$ cat src/rtl/mem_access_ctrl.sv
// Load/store sequencer: one request at a time, MOV/MOC handshake to ram256x8, alignment/range checks, load extension.
// Latency: DONE 4 edges after accept with a 1-cycle MOC, 1 edge for rejected requests; REQ outside IDLE is ignored.
module mem_access_ctrl #(
   parameter int ADDR_LIMIT = 256,
   parameter int TIMEOUT    = 15
) (
   input  logic        CLK,
   input  logic        RESET,
   input  logic        REQ,
   input  logic        REQ_RW,
   input  logic [1:0]  REQ_SIZE,
   input  logic        REQ_SIGNED,
   input  logic [31:0] REQ_ADDR,
   input  logic [31:0] REQ_WDATA,
   output logic        MOV,
   output logic        ReadWrite,
   output logic [2:0]  MS_2_0,
   output logic [31:0] DataIn,
   output logic [31:0] Address,
   input  logic        MOC,
   input  logic [31:0] DataOut,
   output logic        BUSY,
   output logic        DONE,
   output logic [1:0]  ERR,
   output logic [31:0] RDATA
);

   typedef enum logic [2:0] {IDLE, SETUP, ACCESS, RELEASE, FINISH} state_t;

   localparam logic [1:0] ERR_OK    = 2'b00;
   localparam logic [1:0] ERR_ALIGN = 2'b01;
   localparam logic [1:0] ERR_RANGE = 2'b10;
   localparam logic [1:0] ERR_TMO   = 2'b11;

   state_t      state, state_nxt;
   logic [3:0]  tmo_cnt;
   logic        tmo_hit;
   logic        sgn_q;
   logic        misaligned;
   logic        out_of_range;
   logic [1:0]  span;
   logic [1:0]  req_err;
   logic [32:0] last_byte;
   logic [31:0] load_ext;

   // Request check works on the live REQ_* inputs so the IDLE decision is made in the accept cycle.
   always_comb begin
      span       = 2'd3;
      misaligned = 1'b1;
      case (REQ_SIZE)
         2'b00: begin span = 2'd0; misaligned = 1'b0;          end
         2'b01: begin span = 2'd1; misaligned = REQ_ADDR[0];   end
         2'b10: begin span = 2'd3; misaligned = |REQ_ADDR[1:0]; end
         default: begin span = 2'd3; misaligned = 1'b1;        end
      endcase
      last_byte    = {1'b0, REQ_ADDR} + {31'd0, span};
      out_of_range = (last_byte >= 33'(ADDR_LIMIT));
      if (misaligned)
         req_err = ERR_ALIGN;
      else if (out_of_range)
         req_err = ERR_RANGE;
      else
         req_err = ERR_OK;
   end

   always_comb begin
      case (MS_2_0[1:0])
         2'b00:   load_ext = {{24{sgn_q & DataOut[7]}}, DataOut[7:0]};
         2'b01:   load_ext = {{16{sgn_q & DataOut[15]}}, DataOut[15:0]};
         default: load_ext = DataOut;
      endcase
   end

   assign tmo_hit = (tmo_cnt == 4'(TIMEOUT - 1));

   always_ff @(posedge CLK) begin
      if (RESET)
         state <= IDLE;
      else
         state <= state_nxt;
   end

   always_comb begin
      state_nxt = state;
      MOV       = 1'b0;
      BUSY      = 1'b1;
      DONE      = 1'b0;
      case (state)
         IDLE: begin
            BUSY = 1'b0;
            if (REQ)
               state_nxt = (req_err != ERR_OK) ? FINISH : SETUP;
         end
         SETUP:   state_nxt = ACCESS;
         ACCESS: begin
            MOV = 1'b1;
            if (MOC)
               state_nxt = RELEASE;
            else if (tmo_hit)
               state_nxt = FINISH;
         end
         RELEASE: begin
            if (!MOC)
               state_nxt = FINISH;
         end
         FINISH: begin
            DONE      = 1'b1;
            state_nxt = IDLE;
         end
         default: state_nxt = IDLE;
      endcase
   end

   // Bus-facing fields stay latched after DONE; only a new accepted request changes them.
   always_ff @(posedge CLK) begin
      if (RESET) begin
         Address   <= 32'd0;
         DataIn    <= 32'd0;
         ReadWrite <= 1'b1;
         MS_2_0    <= 3'b000;
         sgn_q     <= 1'b0;
         ERR       <= ERR_OK;
         RDATA     <= 32'd0;
         tmo_cnt   <= 4'd0;
      end else begin
         case (state)
            IDLE: begin
               if (REQ) begin
                  Address   <= REQ_ADDR;
                  DataIn    <= REQ_WDATA;
                  ReadWrite <= REQ_RW;
                  MS_2_0    <= {1'b0, REQ_SIZE};
                  sgn_q     <= REQ_SIGNED;
                  ERR       <= req_err;
               end
            end
            SETUP: tmo_cnt <= 4'd0;
            ACCESS: begin
               tmo_cnt <= tmo_cnt + 4'd1;
               if (MOC) begin
                  if (ReadWrite)
                     RDATA <= load_ext;
               end else if (tmo_hit) begin
                  ERR <= ERR_TMO;
               end
            end
            default: ;
         endcase
      end
   end

endmodule

$ cat config.mk
export PLATFORM = sky130hd
export DESIGN_NAME = mem_access_ctrl
export DESIGN_NICKNAME = d
export VERILOG_FILES = /design/src/rtl/mem_access_ctrl.sv
export SDC_FILE = /design/constraint.sdc
export NUM_CORES = 1
export LEC_CHECK = 0
export CAP_MARGIN = 20
export CORE_MARGIN = 3
export CORE_UTILIZATION = 42
export CTS_CLUSTER_DIAMETER = 30
export DETAILED_ROUTE_END_ITERATION = 10
export PLACE_DENSITY = 0.88
export SETUP_SLACK_MARGIN = 0.1
export SKIP_LAST_GASP = 1
export SYNTH_ARGS = -nofsm -noshare
export SYNTH_HDL_FRONTEND = slang
export SYNTH_SLANG_ARGS = --single-unit
$ cat constraint.sdc
create_clock -name CLK -period 3.2 [get_ports CLK]
set_input_delay 0.32 -clock CLK [delete_from_list [all_inputs] [get_ports CLK]]
set_output_delay 0.32 -clock CLK [all_outputs]
set_load 0.03 [all_outputs]
==> impl_metrics.py <==
metrics = {
    "floorplanning": {
        "io-pin-count": 209,
        "die_w_um": 112.3,
        "core-area_sq_um": 10940,
        "die-height_um": 112.3,
        "dieArea_sq_um": 12620,
        "row_count": 38,
        "initial_utilization_pct": 43.42,
    },
    "pwr": {
        "power.density_cell_area_nw_per_um2": 437.8,
        "power_after_layout_w": 0.003167,
        "worst_ir_drop_vdd_uv": 349.0,
        "leakagePower_nw": 2.658,
    },
    "final_layout": {
        "finalNetCount": 910,
        "antenna-diode-count": 0,
        "design_area_sq_um": 7233,
        "most-common-layout-cells": "206 x sky130_fd_sc_hd__clkdlybuf4s50_1, 167 x sky130_fd_sc_hd__nand2_1, 109 x sky130_fd_sc_hd__dfxtp_1",
        "layout_commonest_cell": "sky130_fd_sc_hd__clkdlybuf4s50_1",
        "drive_gt1_share_pct": 5.955,
        "layout-area-overhead-vs-synth_pct": 52.33,
        "finish.cell_count_without_fillers": 946,
        "layout.core_utilization_pct": 66.14,
    },
    "global_route": {
        "grt_antenna_before_repair": 0,
        "grt_usage_pct": 21.74,
        "grt_start_max_net_pins": 67,
        "grt_pass1_wl_um": 22780,
        "grt-ovfl-total": 0,
        "grt_pass1_vias": 4723,
    },
    "logic_synthesis": {
        "synth_compound_gate_area_share_pct": 16.47,
        "dominantRegCellSynth": "sky130_fd_sc_hd__dfxtp_1",
        "yosysTopAreaCellShare_pct": 45.96,
        "post_synth_instance_area_sq_um": 4748,
        "yosys-mux-area-fraction_pct": 0.8959,
        "synth_enable_flop_cells": 0,
        "synth_sequential_area_ratio_pct": 45.96,
        "synth_nets": 722,
        "asyncSetResetFlopFracSynth_pct": 0,
        "synth-adder-area-share_pct": 1.476,
        "yosys_warnings": 0,
        "synth.largest_area_cell": "sky130_fd_sc_hd__dfxtp_1",
        "ys_ff_latch": 109,
        "synth_cell_type_count": 57,
        "syn_inst": 613,
        "syn-mean-instance-area_sq_um": 7.746,
        "xor_xnor_cell_area_share_of_the_yosys_netlist_pct": 1.660,
        "synth_simple_gate_area_share_pct": 29.22,
        "yosys-top-cells-area": "sky130_fd_sc_hd__dfxtp_1 46%, sky130_fd_sc_hd__nand2_1 13%, sky130_fd_sc_hd__a21oi_1 11%, sky130_fd_sc_hd__nor3_1 3.5%, sky130_fd_sc_hd__nor2_1 3.2%",
        "main_combinational_cell_family_by_area_after_synthesis": "simple AND/OR/NAND/NOR gates",
    },
    "worst_setup_path": {
        "cp-startpoint": "REQ_SIZE[0]",
        "r2r-start": "MS_2_0[1]",
        "timing.critical_path.arrival_ns": 3.12,
        "timing.critical_path.required_ns": 3.41,
        "timing.critical_path.fanout_max": 3,
        "critical_path_class": "input pin to flop",
        "r2r.worst_path.cells": 6,
        "cp-start-kind": "input pin",
        "end_kind": "flop",
    },
    "sta": {
        "finalHoldViolCount": 0,
        "final_worst_path_period_need_ns": 2.909,
        "skew_ns": 0.007349,
        "fin_crit_sh_pct": 90.92,
        "finalWorstSetupSlack_ns": 0.2906,
        "measured_slew_at_the_worst_slew_check_pin_ns": 0.7148,
        "upper_clock_frequency_limit_ghz": 0.3437,
        "grt_setup_unrepaired": "no",
        "max_slew_violation_count": 0,
        "finalSetupViolCount": 0,
        "slew_headroom_pct": 52.35,
    },
    "placed_design": {
        "port_buffers": 207,
        "pre_cts_ws_ns": -0.04140,
        "placedInstanceArea_sq_um": 6925,
        "gp_routability_congestion": 0.9476,
        "dpl.cell_count": 930,
        "hpwl_after_detailed_placement_um": 10570,
    },
    "clocking": {
        "cts_post_setup_buffers_inserted": 0,
        "tritoncts": "built",
        "cts_num_sinks": 109,
        "root_buffer": "sky130_fd_sc_hd__clkbuf_16",
        "ctsLongestPathBuffers": 2,
        "cts_resized": 0,
        "cts.htree.levels": 3,
        "cts_buffers": 9,
        "worst_setup_hold_path_clk_slew_ns": 0.07,
        "cts_hold_repair.buffers": 0,
        "worst_skew_pair.late_latency_ns": 0.34,
    },
    "hold_path": {
        "holdPathStages": 2,
        "hold_path_startpoint": "DataIn[10]",
        "holdCritPathClass": "flop to flop",
    },
    "detailed_routing": {
        "routed_via_density": 5.190,
        "drt_pass_1_iters": 5,
        "routedWlPerCell_um": 15.19,
        "route.detailed.drc": 0,
        "total_via_count_after_detailed_routing": 4910,
        "detail_route.wirelength_um": 14370,
        "ant_nets_after_route": 0,
        "first_iter_violations": 291,
    },
    "outcome": {
        "status": "complete, no violations",
    },
    "job": {
        "drv_cap": 0,
    },
}
[Yosys cell counts, drive strengths merged, types with 3 or more instances]
master  number
and4         4
dfxtp      109
a21oi      108
a31oi        3
o21a         3
inv          4
nand3       11
nor2        40
nand4        8
clkbuf      31
buf         11
o21ai        8
nor3        34
nand2      168
xnor2        3
and3         8
nor4         6
a211oi       3
nand2b       4
ha           4
and2         6
xor2         6
[sequential cells by signal, summed over array words and instances (netlist names)]
name and flops:
Address 32, DataIn 32, RDATA 32, tmo_cnt 4, state 3, ERR 2, MS_2_0 2, ReadWrite 1
sgn_q 1
[per-stage QoR]
stage	hold WS, ns	setup TNS (ns)
detailed placement	0.4461	-0.04140
global placement	0.4412	0
CTS	0.4561	0
global route	0.4661	0
floorplan	0.4443	0
finish	0.4532	0
[cell families (layout without fill, tap and decap cells)]
| group | Yosys count | after routing |
|---|---|---|
| simple gates | 300 | 300 |
| compound gates | 139 | 139 |
| flops | 109 | 109 |
| buf+inv | 46 | 239 |
| xor+xnor | 9 | 9 |
| fa+ha+maj | 5 | 5 |
| mux | 4 | 4 |
| other cells | 1 | 1 |
[critical path, stage by stage]
cell,delay [ns]
sky130_fd_sc_hd__clkdlybuf4s50_1,0.42
sky130_fd_sc_hd__or2_2,0.30
sky130_fd_sc_hd__ha_1,0.23
sky130_fd_sc_hd__fa_1,0.40
sky130_fd_sc_hd__a211oi_1,0.25
sky130_fd_sc_hd__a21o_1,0.12
sky130_fd_sc_hd__nand3_2,0.06
sky130_fd_sc_hd__a221o_1,0.39
sky130_fd_sc_hd__a2111oi_4,0.34
sky130_fd_sc_hd__and3_1,0.22
sky130_fd_sc_hd__a21oi_1,0.07
[path summary, 6_finish.rpt]
path                endpoint  slack (ns)
setup / recovery    state[2]        0.29
hold / removal    DataIn[10]        0.45
setup reg to reg   RDATA[19]        0.96
hold reg to reg   DataIn[10]        0.45
[power breakdown]
group,internal [W],leakage (nW),switching (W)
clock,0.000619,0.144,0.000530
combinational,0.000268,1.62,0.000310
sequential,0.00141,0.890,0.0000304
total,0.00230,2.66,0.000870
[layout make-up]
| cell class | instances | area (sq um) |
|---|---|---|
| sequential | 109 | 2182 |
| clock inverter | 7 | 82.58 |
| timing repair buffer | 219 | 2185 |
| tap | 140 | 175.2 |
| inverter | 4 | 15.01 |
| clock buffer | 9 | 225.2 |
| multi-input combinational | 458 | 2369 |
| fill | 921 | 3702 |
[layer usage]
| layer | part of all wire, % | wire (um) | vias to the layer above | track usage [%] |
|---|---|---|---|---|
| li1 | - | - | 2458 | - |
| met1 | 43 | 6142 | 2254 | 26.56 |
| met2 | 49 | 7025 | 181 | 37.66 |
| met3 | 6.9 | 985 | 17 | 6.146 |
| met4 | 1.5 | 215 | 0 | 5.769 |
| met5 | 0 | 0 | - | 0 |
(Power assumes the default switching activity.)
